### src/rtl/clk_reconfig_master_if.sv
// AXI4-Lite bus between the reconfiguration master and the clock manager's clking_axi slave port.
interface clk_reconfig_master_if;
  logic [10:0] awaddr;
  logic        awvalid;
  logic        awready;
  logic [31:0] wdata;
  logic [3:0]  wstrb;
  logic        wvalid;
  logic        wready;
  logic [1:0]  bresp;
  logic        bvalid;
  logic        bready;
  logic [10:0] araddr;
  logic        arvalid;
  logic        arready;
  logic [31:0] rdata;
  logic [1:0]  rresp;
  logic        rvalid;
  logic        rready;

  modport master (
    output awaddr, awvalid, wdata, wstrb, wvalid, bready, araddr, arvalid, rready,
    input  awready, wready, bresp, bvalid, arready, rdata, rresp, rvalid
  );

  modport slave (
    input  awaddr, awvalid, wdata, wstrb, wvalid, bready, araddr, arvalid, rready,
    output awready, wready, bresp, bvalid, arready, rdata, rresp, rvalid
  );
endinterface

### src/rtl/clk_reconfig_master.sv
// Reprograms the clock manager over AXI4-Lite: four config writes, then status polling until lock.
// With a zero-wait slave, done_o is high in the cycle after clock edge 10+POLL_GAP counted from the accepting edge.
//
// state       | meaning
// S_IDLE      | waiting for req_i
// S_WR        | AW and W offered, each retired on its own ready
// S_WR_RESP   | waiting for B; advance write index or start polling
// S_POLL_WAIT | POLL_GAP idle cycles before the next status read
// S_RD_ADDR   | AR of status register offered
// S_RD_DATA   | waiting for R; check lock bit and poll budget
// S_DONE      | done_o pulse
// S_ERR       | err_o pulse
module clk_reconfig_master #(
  parameter int unsigned POLL_GAP  = 16,
  parameter int unsigned MAX_POLLS = 1024
) (
  input  logic                  clk_i,
  input  logic                  rst_i,
  input  logic                  req_i,
  input  logic [7:0]            divclk_div_i,
  input  logic [7:0]            clkfb_mult_i,
  input  logic [7:0]            clkout0_div_i,
  input  logic [7:0]            clkout1_div_i,
  output logic                  busy_o,
  output logic                  done_o,
  output logic                  err_o,
  clk_reconfig_master_if.master m_axi
);

  localparam int unsigned GAP_W  = $clog2(POLL_GAP + 1);
  localparam int unsigned POLL_W = $clog2(MAX_POLLS + 1);

  typedef enum logic [2:0] {
    S_IDLE, S_WR, S_WR_RESP, S_POLL_WAIT, S_RD_ADDR, S_RD_DATA, S_DONE, S_ERR
  } state_t;

  state_t            state_q;
  logic [1:0]        idx_q;
  logic [7:0]        div_q, mult_q, out0_q, out1_q;
  logic              aw_done_q, w_done_q;
  logic [GAP_W-1:0]  gap_q;
  logic [POLL_W-1:0] polls_q;
  logic [10:0]       awaddr_q, araddr_q;
  logic [31:0]       wdata_q;
  logic              awvalid_q, wvalid_q, bready_q, arvalid_q, rready_q;
  logic              busy_q, done_q, err_q;

  logic [1:0]        wr_idx_d;
  logic [10:0]       wr_addr_d;
  logic [31:0]       wr_data_d;
  logic [7:0]        div_s, mult_s, out0_s, out1_s;
  logic [POLL_W-1:0] polls_d;
  logic              aw_hs, w_hs, aw_fin, w_fin;

  assign aw_hs   = awvalid_q && m_axi.awready;
  assign w_hs    = wvalid_q && m_axi.wready;
  assign aw_fin  = aw_done_q || aw_hs;
  assign w_fin   = w_done_q || w_hs;
  assign polls_d = polls_q + POLL_W'(1);

  // In IDLE the first write is built straight from the inputs, since they are latched on the same edge.
  always_comb begin
    wr_idx_d  = idx_q + 2'd1;
    div_s     = div_q;
    mult_s    = mult_q;
    out0_s    = out0_q;
    out1_s    = out1_q;
    wr_addr_d = 11'h25C;
    wr_data_d = 32'h0000_0003;
    if (state_q == S_IDLE) begin
      wr_idx_d = 2'd0;
      div_s    = divclk_div_i;
      mult_s   = clkfb_mult_i;
      out0_s   = clkout0_div_i;
      out1_s   = clkout1_div_i;
    end
    case (wr_idx_d)
      2'd0: begin wr_addr_d = 11'h200; wr_data_d = {16'h0, mult_s, div_s}; end
      2'd1: begin wr_addr_d = 11'h208; wr_data_d = {24'h0, out0_s}; end
      2'd2: begin wr_addr_d = 11'h214; wr_data_d = {24'h0, out1_s}; end
      default: begin wr_addr_d = 11'h25C; wr_data_d = 32'h0000_0003; end
    endcase
  end

  always_ff @(posedge clk_i) begin
    if (rst_i) begin
      state_q   <= S_IDLE;
      idx_q     <= '0;
      div_q     <= '0;
      mult_q    <= '0;
      out0_q    <= '0;
      out1_q    <= '0;
      aw_done_q <= 1'b0;
      w_done_q  <= 1'b0;
      gap_q     <= '0;
      polls_q   <= '0;
      awaddr_q  <= '0;
      araddr_q  <= '0;
      wdata_q   <= '0;
      awvalid_q <= 1'b0;
      wvalid_q  <= 1'b0;
      bready_q  <= 1'b0;
      arvalid_q <= 1'b0;
      rready_q  <= 1'b0;
      busy_q    <= 1'b0;
      done_q    <= 1'b0;
      err_q     <= 1'b0;
    end else begin
      done_q <= 1'b0;
      err_q  <= 1'b0;
      case (state_q)
        S_IDLE: begin
          if (req_i) begin
            div_q     <= divclk_div_i;
            mult_q    <= clkfb_mult_i;
            out0_q    <= clkout0_div_i;
            out1_q    <= clkout1_div_i;
            idx_q     <= wr_idx_d;
            polls_q   <= '0;
            awaddr_q  <= wr_addr_d;
            wdata_q   <= wr_data_d;
            awvalid_q <= 1'b1;
            wvalid_q  <= 1'b1;
            aw_done_q <= 1'b0;
            w_done_q  <= 1'b0;
            busy_q    <= 1'b1;
            state_q   <= S_WR;
          end
        end
        S_WR: begin
          if (aw_hs) begin
            awvalid_q <= 1'b0;
            aw_done_q <= 1'b1;
          end
          if (w_hs) begin
            wvalid_q <= 1'b0;
            w_done_q <= 1'b1;
          end
          if (aw_fin && w_fin) begin
            bready_q <= 1'b1;
            state_q  <= S_WR_RESP;
          end
        end
        S_WR_RESP: begin
          if (m_axi.bvalid) begin
            bready_q <= 1'b0;
            if (m_axi.bresp != 2'b00) begin
              err_q   <= 1'b1;
              state_q <= S_ERR;
            end else if (idx_q == 2'd3) begin
              gap_q   <= GAP_W'(POLL_GAP);
              state_q <= S_POLL_WAIT;
            end else begin
              idx_q     <= wr_idx_d;
              awaddr_q  <= wr_addr_d;
              wdata_q   <= wr_data_d;
              awvalid_q <= 1'b1;
              wvalid_q  <= 1'b1;
              aw_done_q <= 1'b0;
              w_done_q  <= 1'b0;
              state_q   <= S_WR;
            end
          end
        end
        S_POLL_WAIT: begin
          if (gap_q == GAP_W'(1)) begin
            araddr_q  <= 11'h004;
            arvalid_q <= 1'b1;
            state_q   <= S_RD_ADDR;
          end else begin
            gap_q <= gap_q - GAP_W'(1);
          end
        end
        S_RD_ADDR: begin
          if (m_axi.arready) begin
            arvalid_q <= 1'b0;
            rready_q  <= 1'b1;
            state_q   <= S_RD_DATA;
          end
        end
        S_RD_DATA: begin
          if (m_axi.rvalid) begin
            rready_q <= 1'b0;
            if (m_axi.rresp != 2'b00) begin
              err_q   <= 1'b1;
              state_q <= S_ERR;
            end else if (m_axi.rdata[0]) begin
              done_q  <= 1'b1;
              state_q <= S_DONE;
            end else if (polls_d == POLL_W'(MAX_POLLS)) begin
              err_q   <= 1'b1;
              state_q <= S_ERR;
            end else begin
              polls_q <= polls_d;
              gap_q   <= GAP_W'(POLL_GAP);
              state_q <= S_POLL_WAIT;
            end
          end
        end
        S_DONE, S_ERR: begin
          busy_q  <= 1'b0;
          state_q <= S_IDLE;
        end
        default: state_q <= S_IDLE;
      endcase
    end
  end

  // Only the lock flag of the status register matters here.
  logic unused_rdata;
  assign unused_rdata = ^m_axi.rdata[31:1];

  assign m_axi.awaddr  = awaddr_q;
  assign m_axi.awvalid = awvalid_q;
  assign m_axi.wdata   = wdata_q;
  assign m_axi.wstrb   = 4'hF;
  assign m_axi.wvalid  = wvalid_q;
  assign m_axi.bready  = bready_q;
  assign m_axi.araddr  = araddr_q;
  assign m_axi.arvalid = arvalid_q;
  assign m_axi.rready  = rready_q;
  assign busy_o        = busy_q;
  assign done_o        = done_q;
  assign err_o         = err_q;

endmodule

### src/flat_wrapper.sv
// flat-port wrapper written by rule: the top's interface ports become plain ports
module clk_reconfig_master_flat 
#(
  parameter int unsigned POLL_GAP  = 16,
  parameter int unsigned MAX_POLLS = 1024
)
  (clk_i, rst_i, req_i, divclk_div_i, clkfb_mult_i, clkout0_div_i, clkout1_div_i, busy_o, done_o, err_o, m_axi_awaddr, m_axi_awvalid, m_axi_wdata, m_axi_wstrb, m_axi_wvalid, m_axi_bready, m_axi_araddr, m_axi_arvalid, m_axi_rready, m_axi_awready, m_axi_wready, m_axi_bresp, m_axi_bvalid, m_axi_arready, m_axi_rdata, m_axi_rresp, m_axi_rvalid);
  clk_reconfig_master_if m_axi_i ();
  input  logic clk_i;
  input  logic rst_i;
  input  logic req_i;
  input  logic [7:0] divclk_div_i;
  input  logic [7:0] clkfb_mult_i;
  input  logic [7:0] clkout0_div_i;
  input  logic [7:0] clkout1_div_i;
  output logic busy_o;
  output logic done_o;
  output logic err_o;
  output wire logic [$bits(m_axi_i.awaddr)-1:0] m_axi_awaddr;
  output wire logic [$bits(m_axi_i.awvalid)-1:0] m_axi_awvalid;
  output wire logic [$bits(m_axi_i.wdata)-1:0] m_axi_wdata;
  output wire logic [$bits(m_axi_i.wstrb)-1:0] m_axi_wstrb;
  output wire logic [$bits(m_axi_i.wvalid)-1:0] m_axi_wvalid;
  output wire logic [$bits(m_axi_i.bready)-1:0] m_axi_bready;
  output wire logic [$bits(m_axi_i.araddr)-1:0] m_axi_araddr;
  output wire logic [$bits(m_axi_i.arvalid)-1:0] m_axi_arvalid;
  output wire logic [$bits(m_axi_i.rready)-1:0] m_axi_rready;
  input wire logic [$bits(m_axi_i.awready)-1:0] m_axi_awready;
  input wire logic [$bits(m_axi_i.wready)-1:0] m_axi_wready;
  input wire logic [$bits(m_axi_i.bresp)-1:0] m_axi_bresp;
  input wire logic [$bits(m_axi_i.bvalid)-1:0] m_axi_bvalid;
  input wire logic [$bits(m_axi_i.arready)-1:0] m_axi_arready;
  input wire logic [$bits(m_axi_i.rdata)-1:0] m_axi_rdata;
  input wire logic [$bits(m_axi_i.rresp)-1:0] m_axi_rresp;
  input wire logic [$bits(m_axi_i.rvalid)-1:0] m_axi_rvalid;
  assign m_axi_awaddr = m_axi_i.awaddr;
  assign m_axi_awvalid = m_axi_i.awvalid;
  assign m_axi_wdata = m_axi_i.wdata;
  assign m_axi_wstrb = m_axi_i.wstrb;
  assign m_axi_wvalid = m_axi_i.wvalid;
  assign m_axi_bready = m_axi_i.bready;
  assign m_axi_araddr = m_axi_i.araddr;
  assign m_axi_arvalid = m_axi_i.arvalid;
  assign m_axi_rready = m_axi_i.rready;
  assign m_axi_i.awready = m_axi_awready;
  assign m_axi_i.wready = m_axi_wready;
  assign m_axi_i.bresp = m_axi_bresp;
  assign m_axi_i.bvalid = m_axi_bvalid;
  assign m_axi_i.arready = m_axi_arready;
  assign m_axi_i.rdata = m_axi_rdata;
  assign m_axi_i.rresp = m_axi_rresp;
  assign m_axi_i.rvalid = m_axi_rvalid;
  clk_reconfig_master #(.POLL_GAP(POLL_GAP), .MAX_POLLS(MAX_POLLS)) u_core (.clk_i(clk_i), .rst_i(rst_i), .req_i(req_i), .divclk_div_i(divclk_div_i), .clkfb_mult_i(clkfb_mult_i), .clkout0_div_i(clkout0_div_i), .clkout1_div_i(clkout1_div_i), .busy_o(busy_o), .done_o(done_o), .err_o(err_o), .m_axi(m_axi_i));
endmodule
### config.mk
export PLATFORM = sky130hd
export DESIGN_NAME = clk_reconfig_master_flat
export DESIGN_NICKNAME = d
export VERILOG_FILES = /design/src/rtl/clk_reconfig_master_if.sv /design/src/rtl/clk_reconfig_master.sv /design/src/flat_wrapper.sv
export SDC_FILE = /design/constraint.sdc
export NUM_CORES = 1
export LEC_CHECK = 0
export ABC_AREA = 1
export BUFFER_PORTS_ARGS = -buffer_cell sky130_fd_sc_hd__buf_2
export CAP_MARGIN = 20
export CORE_MARGIN = 10
export CORE_UTILIZATION = 40
export CTS_BUF_LIST = sky130_fd_sc_hd__clkbuf_16
export DETAILED_ROUTE_END_ITERATION = 8
export MAX_ROUTING_LAYER = met4
export PLACE_DENSITY = 0.65
export SETUP_SLACK_MARGIN = 0.1
export SLEW_MARGIN = 20
export SYNTH_ARGS = -nofsm -noshare
export SYNTH_HDL_FRONTEND = slang
export SYNTH_SLANG_ARGS = --single-unit
### constraint.sdc
create_clock -name clk_i -period 2.6 [get_ports clk_i]
set_clock_uncertainty 0.15 [all_clocks]
set_input_delay 0.52 -clock clk_i [delete_from_list [all_inputs] [get_ports clk_i]]
set_output_delay 0.52 -clock clk_i [all_outputs]
set_load 0.01 [all_outputs]
==> results.py, run 1 <==
metrics = {
    "outcome": {
        "status": "finished, final reports clean",
    },
    "global_routing": {
        "grt_first_pass_wirelength_microns": 19600,
        "grt_max_degree": 61,
        "grt_pass1_vias": 4019,
        "grt_remaining_overflow": 0,
        "grt_antenna_before_repair": 0,
        "aggregate_global_route_resource_usage": 0.150,
    },
    "power": {
        "pwr_density_cell_nw_per_um2": 839,
        "power.share.sequential": 0.375,
        "power.switching_uw": 1570,
        "total_leakage_power_uw": 0.00225,
        "max-vdd-ir-drop_mv": 0.403,
        "internal_power_uw": 2670,
        "power.share.switching": 0.370,
        "clock_power_share": 0.295,
        "pwr-share-comb": 0.330,
    },
    "synthesis": {
        "synth.top_cell.area_share": 0.374,
        "synth_simple_gate_area_frac": 0.273,
        "synth_area_per_cell_sq_um": 7.02,
        "synth_xor_area_frac": 0.00760,
        "synth_top_family_by_area": "simple AND/OR/NAND/NOR gates",
        "yosys-mux-area-fraction": 0.00225,
        "synth_compound_area_frac": 0.180,
        "synth_top_cell_by_area": "sky130_fd_sc_hd__dfxtp_1",
        "ys_seq_area_frac": 0.374,
        "synth.distinct_cells": 42,
        "post_synthesis_instance_total": 633,
        "synth.yosys.warnings": 0,
        "yosys.area_share.adder": 0.0141,
        "synth_flop_type": "sky130_fd_sc_hd__dfxtp_1",
        "async_s_r_ff_share_synth": 0,
        "biggest_area_contributors_in_the_synthesized_netlist": "sky130_fd_sc_hd__dfxtp_1 (37%), sky130_fd_sc_hd__nand2_1 (13%), sky130_fd_sc_hd__a21oi_1 (7.2%), sky130_fd_sc_hd__buf_4 (6.4%), sky130_fd_sc_hd__inv_1 (4.8%)",
        "ys_ff_latch": 83,
        "synth-edff-count": 0,
        "synth_area_sq_um": 4440,
    },
    "clocking": {
        "cts_hold_buffers": 0,
        "htree_num_levels": 3,
        "clk_pin_slew_worst_paths_ns": 0.06,
        "post-cts-setup-buffers": 0,
        "clock_tree_from_tritoncts": "yes",
        "cts_inserted_buffers": 9,
        "max-clock-path-buffers": 2,
        "cts_root_buffer": "sky130_fd_sc_hd__clkbuf_16",
        "cells_resized_by_post_cts_repair": 0,
        "cts.sink_count": 83,
        "insertion_delay_ns": 0.33,
    },
    "setup_path": {
        "setup.worst_path.start_class": "flip-flop",
        "cp_max_fo": 11,
        "largest_delay_share_family_worst_path": "simple AND/OR/NAND/NOR gates",
        "timing_worst_setup_path_type": "flip-flop to flip-flop",
        "cp_num_buf_inv": 0,
        "critical_path.reg2reg.endpoint": "u_core.polls_q[7]",
        "critPathMaxStageDelay_ns": 0.40,
        "regToRegSetupSlack_ns": 0.39,
        "critical_path_slowest_stage_cell": "sky130_fd_sc_hd__dfxtp_1",
        "timing.critical_path.cells": "ha_1 > nand2_2 > nor2_4 > xor2_2 > nand3_2 > nor2_4 > nand3_4 > nand3_2 > nand2_1 > a21oi_2",
        "critPathCaptureType": "flip-flop",
        "cp.arrival_ns": 2.32,
        "timing.critical_path.required_ns": 2.71,
        "worst_r2r_path_depth": 10,
        "critical_path.reg2reg.startpoint": "u_core.polls_q[1]",
    },
    "drt": {
        "firstDrtPassIters": 6,
        "routed_wirelength_microns": 11800,
        "route.antenna.remaining_nets": 0,
        "detailedRoute.firstIterationViolations": 366,
        "post_detailed_route_wirelength_per_cell_microns": 14.1,
        "drt_drc_violations_left": 0,
        "route.detailed.vias_per_inst": 4.96,
        "route.vias.total": 4153,
    },
    "sta": {
        "final.min_clock_period_ns": 2.21,
        "post-route-period-util": 0.850,
        "finalHoldWorstSlack_ns": 0.297,
        "worst_max_slew_pin_slew_ns": 0.818,
        "worst_slew_margin_rel": 0.454,
        "clock.fmax_mhz": 452,
        "grt_setup_unrepaired": "false",
        "slew_viol_final": 0,
        "setup_viol": 0,
        "timing.setup.tns_ns": 0,
        "hold_violations": 0,
    },
    "hold_path": {
        "min_path_cells": 2,
        "worstHoldPathType": "flip-flop to flip-flop",
        "hp-start": "u_core.mult_q[3]",
        "hold_end": "u_core.mult_q[3]",
    },
    "placed_design": {
        "buffers_added_on_ports": 74,
        "dp_hpwl_microns": 8690,
        "gp_congestion": 0.909,
    },
    "final_layout": {
        "fraction_of_layout_instances_using_a_drive_strength_above_1": 0.182,
        "synthToLayoutAreaGrowth_pct": 13.8,
        "diodes": 0,
        "finish.net_count": 773,
        "finalCoreUtilization": 0.466,
    },
    "floorplanning": {
        "num_rows": 38,
        "num_io_pins": 142,
        "fp.dieArea_sq_um": 15700,
        "core_area_sq_um": 10800,
        "effective_utilization_at_floorplan": 0.410,
        "die_width_microns": 125,
        "dieHeight_microns": 125,
    },
    "job": {
        "drv.max_cap_violation_count": 0,
    },
}
cell type report:
cell class              instances  area [sq um]
clock buffers                   9           225
clock inverters                 7          68.8
fillers                      1139          5780
inverters                      62           235
multi-input cells             456          2260
flip-flops and latches         83          1660
well taps                     140           175
repair buffers                 80           432
worst max path at each step:
stage	start	to	slack, ns	depth (start not counted)
global route	u_core.polls_q[1]	u_core.gap_q[1]	0.13	16
finish	u_core.polls_q[1]	u_core.polls_q[7]	0.39	10
detailed placement	u_core.state_q[2]	u_core.m_axi.wdata[7]	0.22	9
CTS	u_core.state_q[2]	u_core.m_axi.wdata[7]	0.20	9
global placement	u_core.state_q[2]	u_core.m_axi.awaddr[4]	0.28	9
floorplan	u_core.polls_q[1]	u_core.polls_q[2]	0.71	11
kinds of logic (layout without fill, tap and decap cells):
| kind of cell | count (synthesis) | in the layout |
|---|---|---|
| buf+inv | 128 | 158 |
| mux | 1 | 1 |
| other cells | 2 | 36 |
| flops | 83 | 83 |
| simple gates | 271 | 271 |
| compound gates | 140 | 140 |
| fa+ha+maj | 5 | 5 |
| xor+xnor | 3 | 3 |
routing by layer:
| layer | up-vias | share of wire | track usage |
|---|---|---|---|
| met5 | - | 0 | - |
| met4 | 0 | 0.012 | 0.0434 |
| met3 | 10 | 0.049 | 0.0346 |
| met2 | 116 | 0.48 | 0.238 |
| met1 | 1912 | 0.46 | 0.186 |
| li1 | 2115 | - | - |
power groups by stage:
stage | Sequential (uW) | Clock, uW | Combinational [uW]
6_report | 1590 | 1250 | 1400
3_5_place_dp | 1620 | 0 | 1390
4_1_cts | 1590 | 1280 | 1400
5_1_grt | 1610 | 1340 | 1590
3_3_place_gp | 1610 | 0 | 1370
2_1_floorplan | 1640 | 0 | 1020
layout by cell type (no fill, tap or decap), drive strengths merged:
master	netlist	routed
nand3b	2	2
buf	51	80
a211oi	14	14
o22ai	5	5
o21ai	41	41
nor4	1	1
clkinv	0	4
nor3	1	1
dfxtp	83	83
clkbuf	15	9
nor2	51	51
o21bai	1	1
a22oi	1	1
nand4	12	12
ha	5	5
mux2i	1	1
or2	3	3
o21a	1	1
nand2	158	158
inv	62	64
a31oi	4	4
a21oi	70	70
bufinv	0	1
xor2	2	2
nand3	43	43
conb	2	36
a211o	1	1
o31ai	2	2
xnor2	1	1
worst register-to-register path, delay by kind of cell, from the launching register on:
kind            cells  cell delay, ns
simple gates        7            0.99
flops               1            0.40
fa+ha+maj           1            0.28
xor+xnor            1            0.21
compound gates      1            0.11
Yosys cell counts, types with 3 or more instances:
cell and count:
sky130_fd_sc_hd__inv_1 57, sky130_fd_sc_hd__buf_6 3, sky130_fd_sc_hd__nor2_1 43, sky130_fd_sc_hd__a21oi_2 6, sky130_fd_sc_hd__nand2_2 7, sky130_fd_sc_hd__o21ai_0 33, sky130_fd_sc_hd__o22ai_1 5, sky130_fd_sc_hd__clkbuf_1 15
sky130_fd_sc_hd__inv_2 5, sky130_fd_sc_hd__ha_1 5, sky130_fd_sc_hd__a21oi_1 64, sky130_fd_sc_hd__a31oi_1 3, sky130_fd_sc_hd__nand2_1 151, sky130_fd_sc_hd__nor2_4 5, sky130_fd_sc_hd__dfxtp_1 83, sky130_fd_sc_hd__nand3_1 40
sky130_fd_sc_hd__nor2_2 3, sky130_fd_sc_hd__o21ai_1 8, sky130_fd_sc_hd__nand4_1 12, sky130_fd_sc_hd__buf_2 8, sky130_fd_sc_hd__buf_4 38, sky130_fd_sc_hd__a211oi_1 14
flip-flops by register name, indices dropped and copies added, names as in the netlist:
signal / flops
u_core.m_axi.rready: 1
u_core.out0_q: 8
u_core.gap_q: 5
u_core.polls_q: 11
u_core.div_q: 8
u_core.done_o: 1
u_core.m_axi.awaddr: 4
u_core.m_axi.arvalid: 1
u_core.m_axi.araddr: 1
u_core.out1_q: 8
u_core.mult_q: 8
u_core.w_done_q: 1
u_core.m_axi.awvalid: 1
u_core.m_axi.bready: 1
u_core.aw_done_q: 1
u_core.idx_q: 1
u_core.busy_o: 1
u_core.m_axi.wdata: 16
u_core.state_q: 3
u_core.m_axi.wvalid: 1
u_core.err_o: 1
through the flow:
step           worst slack, ns  cells  power (uW)  instance area (sq um)
2_1_floorplan            0.708    667        2660                   4570
3_3_place_gp             0.277    821        2980                   4750
3_5_place_dp             0.220    821        3010                   4750
4_1_cts                  0.200    837        4270                   5040
5_1_grt                  0.127    837        4540                   5060
6_report                 0.389    837        4240                   5060
Note: power is estimated with default switching activity, not from simulation.
==> inputs of run 2 (changes only) <==
ABC_AREA = not set   (was 1)
==> run 2 against run 1 <==
Against the previous run:
- first-iteration DRC count shrank 26%
- power is 21% lower
- flip-flop and latch count stayed put
- die area decreased by 1.8%
- register-to-register slack got worse by 0.21 ns
- area after synthesis down 2.1%
- synthesized cell count shrank 12%
- via count is 3.7% lower
- final area increased by 1.1%
- count of clock-buffer cells in the layout unchanged
- worst hold slack worse by 0.038 ns
- highest routed layer unchanged
- core utilization grew 0.95 points
==> results.py, run 2 <==
metrics = {
    "outcome": {
        "status": "finished, final reports clean",
    },
    "setup_path": {
        "cp_max_fo": 5,
        "critPathCaptureType": "flip-flop",
        "regToRegSetupSlack_ns": 0.18,
        "worst_setup_startpoint": "u_core.polls_q[0]",
        "cp.arrival_ns": 2.48,
        "setup.worst_path.start_class": "flip-flop",
        "timing.critical_path.required_ns": 2.66,
        "worst_r2r_path_depth": 7,
        "critical_path.endpoint": "u_core.gap_q[4]",
        "critical_path.reg2reg.endpoint": "u_core.gap_q[4]",
        "timing_worst_setup_path_type": "flip-flop to flip-flop",
        "critical_path.reg2reg.startpoint": "u_core.polls_q[0]",
    },
    "synthesis": {
        "cell_with_the_most_instances_after_synthesis": "sky130_fd_sc_hd__nand2_1",
        "synth.top_cell.area_share": 0.382,
        "ys_ff_latch": 83,
        "commonest_cells_post_synth": "sky130_fd_sc_hd__nand2_1 (111), sky130_fd_sc_hd__dfxtp_1 (83), sky130_fd_sc_hd__a21oi_1 (60)",
        "synth_area_per_cell_sq_um": 7.85,
        "synth.distinct_cells": 63,
        "async_s_r_ff_share_synth": 0,
        "synth_top_cell_by_area": "sky130_fd_sc_hd__dfxtp_1",
        "synth_area_sq_um": 4350,
        "post_synthesis_instance_total": 554,
        "ys_seq_area_frac": 0.382,
        "biggest_area_contributors_in_the_synthesized_netlist": "sky130_fd_sc_hd__dfxtp_1 (38%), sky130_fd_sc_hd__nand2_1 (9.6%), sky130_fd_sc_hd__a21oi_1 (6.9%), sky130_fd_sc_hd__buf_4 (6.9%), sky130_fd_sc_hd__nor2_1 (4.1%)",
        "synth-edff-count": 0,
        "synth_flop_type": "sky130_fd_sc_hd__dfxtp_1",
        "synth.yosys.warnings": 0,
    },
    "hold_path": {
        "min_path_cells": 3,
        "worstHoldPathType": "input port to flip-flop",
    },
    "power": {
        "internal_power_uw": 2350,
        "max-vdd-ir-drop_mv": 0.532,
        "power.share.sequential": 0.427,
        "pwr-share-comb": 0.193,
        "total_leakage_power_uw": 0.00213,
        "pwr_density_cell_nw_per_um2": 651,
        "power.switching_uw": 980,
        "clock_power_share": 0.379,
        "power.share.switching": 0.294,
    },
    "sta": {
        "final.min_clock_period_ns": 2.42,
        "clock.fmax_mhz": 413,
        "finalHoldWorstSlack_ns": 0.259,
        "worst_max_slew_pin_slew_ns": 0.500,
        "grt_setup_unrepaired": "false",
        "timing.setup.tns_ns": 0,
        "hold_violations": 0,
        "setup_viol": 0,
        "worst_slew_margin_rel": 0.662,
        "post-route-period-util": 0.931,
        "slew_viol_final": 0,
    },
    "final_layout": {
        "area.sequential_sq_um": 1660,
        "finish.net_count": 704,
        "synthToLayoutAreaGrowth_pct": 17.6,
        "diodes": 0,
        "final.fill_count": 1116,
        "largest_register_ff_count": 16,
        "layout_commonest_cell": "sky130_fd_sc_hd__nand2_1",
        "fraction_of_layout_instances_using_a_drive_strength_above_1": 0.220,
        "area_of_combinational_cells_with_multiple_inputs_sq_um": 2390,
        "layout_common_cells": "sky130_fd_sc_hd__nand2_1 (111), sky130_fd_sc_hd__dfxtp_1 (81), sky130_fd_sc_hd__buf_2 (74)",
    },
    "placed_design": {
        "buffers_added_on_ports": 74,
        "dp_hpwl_microns": 8290,
        "gp_congestion": 0.871,
    },
    "drt": {
        "detailedRoute.firstIterationViolations": 271,
        "firstDrtPassIters": 5,
        "routed_wirelength_microns": 11500,
        "drt_drc_violations_left": 0,
        "route.detailed.vias_per_inst": 5.21,
        "route.vias.total": 4001,
        "route.antenna.remaining_nets": 0,
        "post_detailed_route_wirelength_per_cell_microns": 14.9,
    },
    "clocking": {
        "cts_inserted_buffers": 9,
        "htree_num_levels": 3,
        "clock_tree_from_tritoncts": "yes",
        "cts_root_buffer": "sky130_fd_sc_hd__clkbuf_16",
        "cts.sink_count": 83,
        "insertion_delay_ns": 0.34,
        "clk_pin_slew_worst_paths_ns": 0.06,
        "post-cts-setup-buffers": 0,
        "max-clock-path-buffers": 2,
    },
    "global_routing": {
        "grt_first_pass_wirelength_microns": 19200,
        "grt_remaining_overflow": 0,
        "grt_antenna_before_repair": 0,
        "grt_max_degree": 46,
        "aggregate_global_route_resource_usage": 0.149,
        "grt_pass1_vias": 3931,
    },
    "floorplanning": {
        "die_width_microns": 124,
        "core_area_sq_um": 10700,
        "num_rows": 38,
        "dieHeight_microns": 124,
        "fp.dieArea_sq_um": 15400,
        "num_io_pins": 142,
        "effective_utilization_at_floorplan": 0.405,
    },
    "job": {
        "drv.max_cap_violation_count": 0,
    },
}
## run 2: cell types whose count changed after synthesis, moves of 8 or more
cell,delta
sky130_fd_sc_hd__inv_1,-51
sky130_fd_sc_hd__nand2_1,-40
sky130_fd_sc_hd__nand3_1,-24
sky130_fd_sc_hd__o21ai_0,-18
sky130_fd_sc_hd__nor3_1,+16
sky130_fd_sc_hd__clkbuf_1,+11
sky130_fd_sc_hd__a211oi_1,-9
sky130_fd_sc_hd__mux2_2,+9
sky130_fd_sc_hd__nor3b_1,+9
sky130_fd_sc_hd__a311oi_1,+8
sky130_fd_sc_hd__nand4_1,-8
sky130_fd_sc_hd__o21ai_1,-8
## run 2: per-stage QoR
stage | setup WS [ns] | instance area [sq um] | power, uW | utilization | instances
3_5_place_dp | 0.0100 | 4790 | 2090 | 0.446 | 752
3_3_place_gp | 0.0408 | 4790 | 2080 | 0.446 | 752
6_report | 0.180 | 5110 | 3330 | 0.476 | 768
2_1_floorplan | 0.113 | 4480 | 1900 | - | 588
4_1_cts | 0.101 | 5080 | 3370 | 0.473 | 768
5_1_grt | 0.0765 | 5110 | 3520 | 0.476 | 768
## run 2: critical path: stages (launching register included)
cell                       delay (ns)
sky130_fd_sc_hd__dfxtp_1         0.33
sky130_fd_sc_hd__ha_1            0.17
sky130_fd_sc_hd__inv_1           0.08
sky130_fd_sc_hd__or4_1           0.55
sky130_fd_sc_hd__o311a_1         0.19
sky130_fd_sc_hd__or4_4           0.59
sky130_fd_sc_hd__a31oi_4         0.16
sky130_fd_sc_hd__a211oi_1        0.07
## run 2: worst min path at each step
stage | start | endpoint | slack [ns]
2_1_floorplan | u_core.out0_q[0] | u_core.out0_q[0] | 0.28
3_3_place_gp | u_core.out0_q[2] | u_core.out0_q[2] | 0.29
3_5_place_dp | u_core.out0_q[5] | u_core.out0_q[5] | 0.29
4_1_cts | clkout1_div_i[4] | u_core.out1_q[4] | 0.24
5_1_grt | clkout0_div_i[5] | u_core.out0_q[5] | 0.25
6_report | clkout0_div_i[5] | u_core.out0_q[5] | 0.26
## run 2: cell type report
class / instances / area share
Clock buffer: 9 / 0.0440
Clock inverter: 7 / 0.0135
Inverter: 6 / 0.00440
Multi-Input combinational cell: 425 / 0.468
Sequential cell: 83 / 0.325
Tap cell: 140 / 0.0343
Timing Repair Buffer: 98 / 0.110
## run 2: cell families after synthesis
group                      share of synthesized area
muxes                                         0.0377
adders and majority gates                     0.0144
other                                        0.00173
xor gates and xnor gates                      0.0101
DFF                                            0.382
AOI/OAI and AO/OA                              0.207
and+or+nand+nor                                0.242
buffers and inverters                          0.106
## run 2: per-layer routing
layer  part of all wire  track usage
met1               0.44        0.178
met4             0.0042       0.0336
met2               0.50        0.240
met5                  0            -
met3              0.052       0.0494
## run 2: power by group through the flow
stage / registers [uW] / logic [uW] / clock network [uW]
CTS: 1420 / 647 / 1300
detailed placement: 1450 / 644 / 0
floorplan: 1460 / 445 / 0
global route: 1430 / 725 / 1360
finish: 1420 / 643 / 1260
global placement: 1440 / 630 / 0
## run 2: repair_timing
item | CTS | global route
hold buffers | 0 | 0
setup endpoints to repair | 6 | 14
gates resized for setup | 1 | 6
pin swaps | 0 | 0
